--- src/rtl/mem_arb_pkg.sv ---
// Shared types and constants for the unified-memory port arbiter.
package mem_arb_pkg;

    // Arbiter FSM: IDLE = port free, WAIT = one access outstanding.
    typedef enum logic {
        IDLE = 1'b0,
        WAIT = 1'b1
    } arb_state_t;

    // Port owner; encoding matches addr_sel (0 = IF, 1 = LS).
    typedef enum logic {
        OWN_IF = 1'b0,
        OWN_LS = 1'b1
    } owner_t;

    localparam int LAT_CNT_W   = 4;
    localparam int MEM_LAT_MAX = 15;

endpackage : mem_arb_pkg

--- src/rtl/mem_port_arbiter_pick.sv ---
// Combinational winner selection between IF and LS.
// ARB_ROUND_ROBIN_EN selects alternating priority; otherwise LS wins unless
// the IF starvation guard has tripped.
module arb_pick
    import mem_arb_pkg::*;
(
    input  logic   if_req,
    input  logic   ls_req,
`ifdef ARB_ROUND_ROBIN_EN
    input  owner_t last_owner,
`else
    input  logic   starve_hit,
`endif
    output owner_t winner,
    output logic   any_grant
);

    // Single requester wins outright; contention resolved by the priority policy.
    always_comb begin
        winner    = OWN_IF;
        any_grant = if_req | ls_req;
        if (if_req && ls_req) begin
`ifdef ARB_ROUND_ROBIN_EN
            winner = (last_owner == OWN_IF) ? OWN_LS : OWN_IF;
`else
            winner = starve_hit ? OWN_IF : OWN_LS;
`endif
        end else if (ls_req) begin
            winner = OWN_LS;
        end
    end

endmodule : arb_pick

--- src/rtl/mem_port_arbiter.sv ---
// Single-port unified memory arbiter between instruction fetch (IF) and
// load/store (LS). Grants are combinational in the arbitration cycle, the
// response returns MEM_LAT cycles later, and a new grant may issue in the
// response cycle so back-to-back accesses run without a bubble.
// Optional feature macro: ARB_ROUND_ROBIN_EN (alternating priority instead of
// fixed LS priority with the IF starvation guard).
module mem_port_arbiter
    import mem_arb_pkg::*;
#(
    parameter int ADDR_W     = 32,
    parameter int DATA_W     = 32,
    parameter int MEM_LAT    = 2,
    parameter int STARVE_MAX = 4
) (
    input  logic              clk,
    input  logic              rst_n,
    input  logic              if_req,
    input  logic [ADDR_W-1:0] if_addr,
    output logic              if_gnt,
    output logic              if_rvalid,
    output logic [DATA_W-1:0] if_rdata,
    input  logic              ls_req,
    input  logic              ls_we,
    input  logic [ADDR_W-1:0] ls_addr,
    input  logic [DATA_W-1:0] ls_wdata,
    output logic              ls_gnt,
    output logic              ls_rvalid,
    output logic [DATA_W-1:0] ls_rdata,
    output logic              addr_sel,
    output logic              mem_en,
    output logic              mem_we,
    output logic [ADDR_W-1:0] mem_addr,
    output logic [DATA_W-1:0] mem_wdata,
    input  logic [DATA_W-1:0] mem_rdata,
    output logic              busy
);

    // Elaboration-time range checks on the configuration.
    if (MEM_LAT < 1 || MEM_LAT > MEM_LAT_MAX) begin : g_bad_mem_lat
        $error("mem_port_arbiter: MEM_LAT must be in 1..15");
    end
    if (STARVE_MAX < 1 || STARVE_MAX > 15) begin : g_bad_starve_max
        $error("mem_port_arbiter: STARVE_MAX must be in 1..15");
    end

    localparam logic [LAT_CNT_W-1:0] LAT_INIT = LAT_CNT_W'(MEM_LAT);
    localparam logic [LAT_CNT_W-1:0] LAT_ONE  = LAT_CNT_W'(1);

    arb_state_t           state;
    logic [LAT_CNT_W-1:0] lat_cnt;
    owner_t               owner;      // current/last granted requester
    logic                 write_q;    // outstanding access is an LS write

    owner_t               winner;
    logic                 any_grant;
    logic                 last_cycle; // WAIT with the response due this cycle
    logic                 arb_window; // cycle in which a new grant may issue
    logic                 grant;

    // Response cycle and arbitration window; held off while reset is asserted
    // so no combinational output can toggle during reset.
    always_comb begin
        last_cycle = rst_n && (state == WAIT) && (lat_cnt == LAT_ONE);
        arb_window = rst_n && ((state == IDLE) || last_cycle);
        grant      = arb_window && any_grant;
    end

`ifdef ARB_ROUND_ROBIN_EN

    arb_pick u_pick (
        .if_req     (if_req),
        .ls_req     (ls_req),
        .last_owner (owner),
        .winner     (winner),
        .any_grant  (any_grant)
    );

`else

    logic [LAT_CNT_W-1:0] starve_cnt;
    logic                 starve_hit;

    localparam logic [LAT_CNT_W-1:0] STARVE_LIM = LAT_CNT_W'(STARVE_MAX);

    // Starvation guard: IF wins the next contention once it has lost STARVE_MAX times.
    always_comb begin
        starve_hit = (starve_cnt == STARVE_LIM);
    end

    // Count IF losses at grant time; any IF grant clears the count.
    always_ff @(posedge clk or negedge rst_n) begin
        if (!rst_n) begin
            starve_cnt <= '0;
        end else if (grant) begin
            if (winner == OWN_IF) begin
                starve_cnt <= '0;
            end else if (if_req && !starve_hit) begin
                starve_cnt <= starve_cnt + LAT_CNT_W'(1);
            end
        end
    end

    arb_pick u_pick (
        .if_req     (if_req),
        .ls_req     (ls_req),
        .starve_hit (starve_hit),
        .winner     (winner),
        .any_grant  (any_grant)
    );

`endif

    // Arbiter FSM with latency counter; a grant always (re)loads the counter.
    always_ff @(posedge clk or negedge rst_n) begin
        if (!rst_n) begin
            state   <= IDLE;
            lat_cnt <= '0;
            owner   <= OWN_IF;
            write_q <= 1'b0;
        end else begin
            case (state)
                IDLE: begin
                    if (grant) begin
                        state   <= WAIT;
                        lat_cnt <= LAT_INIT;
                        owner   <= winner;
                        write_q <= (winner == OWN_LS) && ls_we;
                    end
                end
                WAIT: begin
                    if (lat_cnt == LAT_ONE) begin
                        if (grant) begin
                            lat_cnt <= LAT_INIT;
                            owner   <= winner;
                            write_q <= (winner == OWN_LS) && ls_we;
                        end else begin
                            state   <= IDLE;
                            lat_cnt <= '0;
                            write_q <= 1'b0;
                        end
                    end else begin
                        lat_cnt <= lat_cnt - LAT_CNT_W'(1);
                    end
                end
                default: begin
                    state   <= IDLE;
                    lat_cnt <= '0;
                end
            endcase
        end
    end

    // Memory port and grant drive; addr_sel follows the winner only in grant cycles.
    always_comb begin
        if_gnt    = grant && (winner == OWN_IF);
        ls_gnt    = grant && (winner == OWN_LS);
        mem_en    = grant;
        mem_we    = ls_gnt && ls_we;
        mem_addr  = '0;
        mem_wdata = '0;
        if (if_gnt) begin
            mem_addr = if_addr;
        end else if (ls_gnt) begin
            mem_addr  = ls_addr;
            mem_wdata = ls_wdata;
        end
        if (grant) begin
            addr_sel = (winner == OWN_LS);
        end else begin
            addr_sel = rst_n && (owner == OWN_LS);
        end
    end

    // Response return to the owner of the outstanding access.
    always_comb begin
        if_rvalid = last_cycle && (owner == OWN_IF);
        ls_rvalid = last_cycle && (owner == OWN_LS);
        if_rdata  = if_rvalid ? mem_rdata : '0;
        ls_rdata  = (ls_rvalid && !write_q) ? mem_rdata : '0;
        busy      = rst_n && (state == WAIT);
    end

endmodule : mem_port_arbiter

--- config.mk ---
export PLATFORM = sky130hd
export DESIGN_NAME = mem_port_arbiter
export DESIGN_NICKNAME = d
export VERILOG_FILES = /design/src/rtl/mem_arb_pkg.sv /design/src/rtl/mem_port_arbiter_pick.sv /design/src/rtl/mem_port_arbiter.sv
export SDC_FILE = /design/constraint.sdc
export NUM_CORES = 1
export LEC_CHECK = 0
export CAP_MARGIN = 20
export CELL_PAD_IN_SITES_DETAIL_PLACEMENT = 1
export CELL_PAD_IN_SITES_GLOBAL_PLACEMENT = 2
export CORE_AREA = 2 2 106 108
export CTS_BUF_LIST = sky130_fd_sc_hd__clkbuf_8 sky130_fd_sc_hd__clkbuf_16
export DETAILED_ROUTE_END_ITERATION = 12
export DIE_AREA = 0 0 108 110
export DONT_BUFFER_PORTS = 1
export PLACE_DENSITY = 0.56
export SLEW_MARGIN = 5
export SYNTH_ARGS = -nofsm -noshare
export SYNTH_HDL_FRONTEND = slang
export SYNTH_HIERARCHICAL = 1
export SYNTH_SLANG_ARGS = --single-unit
--- constraint.sdc ---
create_clock -name clk -period 2.8 [get_ports clk]
set_input_delay 0.14 -clock clk [delete_from_list [all_inputs] [get_ports clk]]
set_output_delay 0.14 -clock clk [all_outputs]
set_load 0.1 [all_outputs]
# After elaboration in Yosys (flattened, before gate mapping)

Index checks and enable logic that the tools add are counted.

Add/sub/neg operators: 2
Multiply operators: 0
Div/mod/pow operators: 0
Magnitude comparators: 0
Eq/ne operators: 5
Shifts and indexed selects: 0
Multiplexer cells: 26
Bitwise operators: 4
Reductions and logical operators: 19

Operators by type and width:

| operator                                                               | number |
|---|---|
| 32-bit two-way mux                                                     | 6 |
| 4-bit two-way mux                                                      | 4 |
| 1-bit logical AND                                                      | 14 |
| 1-bit two-way mux                                                      | 11 |
| 4-bit one-hot mux with 2 select lines                                  | 1 |
| 1-bit one-hot mux with 2 select lines                                  | 3 |
| 4-bit by 1-bit adder with 4-bit output (second input constant)         | 1 |
| 4-bit by 1-bit equality test with 1-bit output (second input constant) | 1 |
| 4-bit by 3-bit equality test with 1-bit output (second input constant) | 1 |
| 2-bit by 1-bit != test with 1-bit output (second input constant)       | 2 |
| 2-bit AND reduction                                                    | 2 |
| 4-bit by 1-bit subtractor with 4-bit output (second input constant)    | 1 |
| 1-bit NOT                                                              | 3 |
| 1-bit logical NOT                                                      | 2 |
| 2-bit two-way mux                                                      | 1 |
| 2-bit != test (second input constant)                                  | 1 |
| 1-bit logical OR                                                       | 1 |
| 1-bit bitwise OR                                                       | 1 |

Flip-flop bits (word level): 11
Bits in latches: 0
RAM bits: 0
ROM bits: 0
Input port bits: 133
Output and inout bits: 136
Word-level logic and storage cells: 61
Memories kept: 0

# Longest topological paths before layout

Depth after elaboration: 8
Depth in mapped cells: 9
Mapped depth without buffers: 8

# By module

The synthesis kept the hierarchy.

By module, submodules not included:

| module           | instances | cells an instance | area an instance (um2) | seq. area each (um2) |
|---|---|---|---|---|
| mem_port_arbiter | 1         | 252               | 1810.5                 | 275.3 |
| arb_pick         | 1         | 2                 | 13.8                   | 0.0 |

# Least setup slack after synthesis

No wires, ideal clock.

Path type: register to output
Start: register starve_cnt[0]
End: output addr_sel
Data arrival time: 3.556 ns
Data required time: 2.660 ns
Path slack: -0.896 ns
Stages on the path, launching flop included: 10
Path buffers: 2
Cell sequence: dfrtp_1 inv_1 ha_1 nand3b_1 inv_1 a21boi_1 buf_2 buf_2 nand2_4 a21boi_0

Longest elaborated chain between the ends: 4

Ends and longest elaborated chain:

| what                                           | line                        | text |
|---|---|---|
| start, declared                                | mem_port_arbiter.sv:80      | `logic [LAT_CNT_W-1:0] starve_cnt;` |
| start signal, assigned                         | mem_port_arbiter.sv:98      | `starve_cnt <= starve_cnt + LAT_CNT_W'(1);` |
| 4-bit by 3-bit equality test with 1-bit output | mem_port_arbiter.sv:87      | `starve_hit = (starve_cnt == STARVE_LIM);` |
| named net starve_hit                           | mem_port_arbiter.sv:81      | `logic starve_hit;` |
| 1-bit two-way mux                              | mem_port_arbiter_pick.sv:26 | `winner = starve_hit ? OWN_IF : OWN_LS;` |
| 1-bit two-way mux                              | mem_port_arbiter_pick.sv:22 | `if (if_req && ls_req) begin` |
| named net winner                               | mem_port_arbiter.sv:54      | `owner_t winner;` |
| 1-bit two-way mux                              | mem_port_arbiter.sv:167     | `if (grant) begin` |
| end, declared                                  | mem_port_arbiter.sv:29      | `output logic addr_sel,` |

The timed path passes the listed nets, and every way through them passes these cells.

# Final worst setup path

Start: register lat_cnt[1]
End: output if_rdata[1]

Longest elaborated chain between the ends: 4

Ends and longest elaborated chain:

| what                                           | line                    | text |
|---|---|---|
| start, declared                                | mem_port_arbiter.sv:50  | `logic [LAT_CNT_W-1:0] lat_cnt;` |
| start signal, assigned                         | mem_port_arbiter.sv:142 | `lat_cnt <= lat_cnt - LAT_CNT_W'(1);` |
| 4-bit by 1-bit equality test with 1-bit output | mem_port_arbiter.sv:63  | `last_cycle = rst_n && (state == WAIT) && (lat_cnt == LAT_ONE);` |
| 1-bit logical AND                              | mem_port_arbiter.sv:63  |  |
| 1-bit logical AND                              | mem_port_arbiter.sv:176 | `if_rvalid = last_cycle && (owner == OWN_IF);` |
| 32-bit two-way mux                             | mem_port_arbiter.sv:178 | `if_rdata = if_rvalid ? mem_rdata : '0;` |
| end, declared                                  | mem_port_arbiter.sv:21  | `output logic [DATA_W-1:0] if_rdata,` |

No other way between the ends.

==> results.ini <==
[timing]
max_freq_mhz=411.6
min_period_ns=2.429
fin_crit_sh_pct=86.76
final_hold_viol_count=0
slew_headroom_pct=63.19
fin_skew_ns=0.0003905
rsz0062_at_grt=false
final.setup.tns_ns=0
whs_ns=0.07543
worst_slack_ns=0.3706
finalSetupViolCount=0
slew_violations=0
max_slew.worst_pin.slew_ns=0.5508

[worst_setup_path]
crit_cells=7
crit_path_start=lat_cnt[1]
crit_type=reg2out
crit_path_top_delay_cell=nor2_4
cp.arrival_ns=2.29
cp-end-kind=output pin
slowest_delay_ns=0.45
r2r_cells=8
cp-endpoint=if_rdata[1]
path_buf_inv=2
path_cells=inv_1 > ha_1 > nor3b_2 > nand2_1 > nor2_4 > and2_1 > buf_4
reg2reg_from=lat_cnt[1]
critPathLaunchType=flop
reg2reg_to=write_q
crit_fanout=33
r2r_slack_ns=0.63
crit_family=simple AND/OR/NAND/NOR gates
crit_required_ns=2.66

[route]
drc_errors=0
dr.pass1.iters=4
ant_nets=0
vias=2342
avgRoutedWirePerCell_um=17.91
drt_iter0_markers=84
finalWirelength_mm=9.350
via_per_inst=4.487

[placed_design]
port_buffers=0
dp_slack_ns=0.6207
gp_congestion=0.7802
hpwl_mm=8.234

[pwr]
power_density_nw_per_um2=662.4
p_leak_nw=2.016
vdd_ir_drop_max_v=0.0003123
power.total_mw=2.783

[yosys]
syn_area_um2=1824
synth_seq_area_share_pct=15.09
ys_warn_count=6
synth_cell_types=37
syn_inst=254
synth_edf_count=0
ys_seq_elements=11
ys_async_sr_fraction_pct=100.0
syn_nets=391
avgSynthCellArea_um2=7.182
ys.flop_type=dfrtp_1

[global_route]
gr-total-overflow=0
use_met3_pct=3.704
grt_pass1_wl_mm=13.21
first_global_vias=2400
met2_usage_pct=27.45
use_met1_pct=15.11
antenna_found_initial=2
busiest_layer=met2
grt_max_degree=55
track_usage_pct=13.99

[final_layout]
fin_util_pct=39.27
area_delta_synth_final_pct=130.3
final_common_cell=buf_12
final_cell_mix=buf_12 (87), and2_1 (64), buf_4 (53)
fin_nets=516
drive_gt1_share_pct=49.74

[die]
io_pins=269
die_h_um=110
start_util_pct=17.05
row_count=38
core_area_um2=10700
die_area_um2=11880
die_x_um=108

[clocking]
cts_buffers=3
cts_resized=0
clockBufferDepth=2
clock-root-buffer=clkbuf_8
clkTransAtPathRegs_ns=0.06
cts_htree_levels=1
cts.sinks=11
cts_setup_buffers=0
cts_tree=done
insertion_delay_ns=0.24

[run_status]
status=completed

[hold_path]
min_path_type=in2reg

[run]
drv_cap=0

## through the flow
step           cells  area (um^2)
2_1_floorplan    254         1911
3_3_place_gp     513         4136
3_5_place_dp     513         4136
4_1_cts          518         4192
5_1_grt          519         4194
6_report         522         4202
## registers in the layout, summed over array words and instances, names as in the netlist
register	count
lat_cnt	4
starve_cnt	4
owner	1
state	1
write_q	1
## layer usage
| layer | vias to the layer above | share of wire [%] |
|---|---|---|
| li1 | 1102 | - |
| met1 | 1065 | 32 |
| met2 | 167 | 56 |
| met3 | 6 | 10 |
| met4 | 2 | 0.86 |
| met5 | - | 0.15 |
## how the worst min path moves through the flow
stage,startpoint,end,slack (ns),depth (start not counted)
2_1_floorplan,rst_n,lat_cnt[0],-0.16,0
3_3_place_gp,rst_n,starve_cnt[0],-0.16,0
3_5_place_dp,rst_n,starve_cnt[0],-0.16,0
4_1_cts,rst_n,state,0.07,2
5_1_grt,rst_n,state,0.09,2
6_report,rst_n,state,0.08,2
## where the power goes
group / internal, mW / total (mW) / switching, mW / leakage (nW)
Combinational: 0.677 / 2.31 / 1.63 / 1.86
Clock: 0.0967 / 0.163 / 0.0662 / 0.0269
Sequential: 0.235 / 0.314 / 0.0792 / 0.126
## synthesized netlist by cell type (all sizes together), types with 3 or more instances
library cell,instances,share of area (%)
ha,4,2.7
and3,34,12
nand2,12,2.9
mux2i,33,18
dfrtp,11,15
nor2,35,7.2
buf,10,3.6
or3,3,1.0
and2,65,22
a21oi,4,1.5
inv,9,1.9
clkbuf,11,2.5
## area by class of cell
cell class	instances	area, um^2
diodes	4	10.01
clock buffers	3	41.29
clock inverters	1	3.754
fillers	1211	6496
inverters	10	42.54
multi-input cells	212	1504
flip-flops and latches	11	275.3
well taps	140	175.2
repair buffers	141	2150
## worst reg2reg max path: stages (launching register included)
cell and delay [ns]:
dfrtp_1 0.37, inv_1 0.11, ha_1 0.18, or3b_1 0.37, a21o_2 0.28, clkinv_4 0.19, and3_1 0.19, buf_4 0.29
a21o_1 0.12
## kinds of logic after synthesis
| group | after synthesis | synth area share, % |
|---|---|---|
| and+or+nand+nor | 159 | 48.83 |
| DFF | 11 | 15.09 |
| adders and majority gates | 4 | 2.744 |
| buffers and inverters | 31 | 8.436 |
| muxes | 33 | 18.11 |
| AOI/OAI and AO/OA | 16 | 6.791 |
## what timing repair did
action,CTS,global route
endpoints found under the hold margin,11,0
endpoints found under the setup margin,0,0
hold buffers,1,0
(Power assumes the default switching activity.)
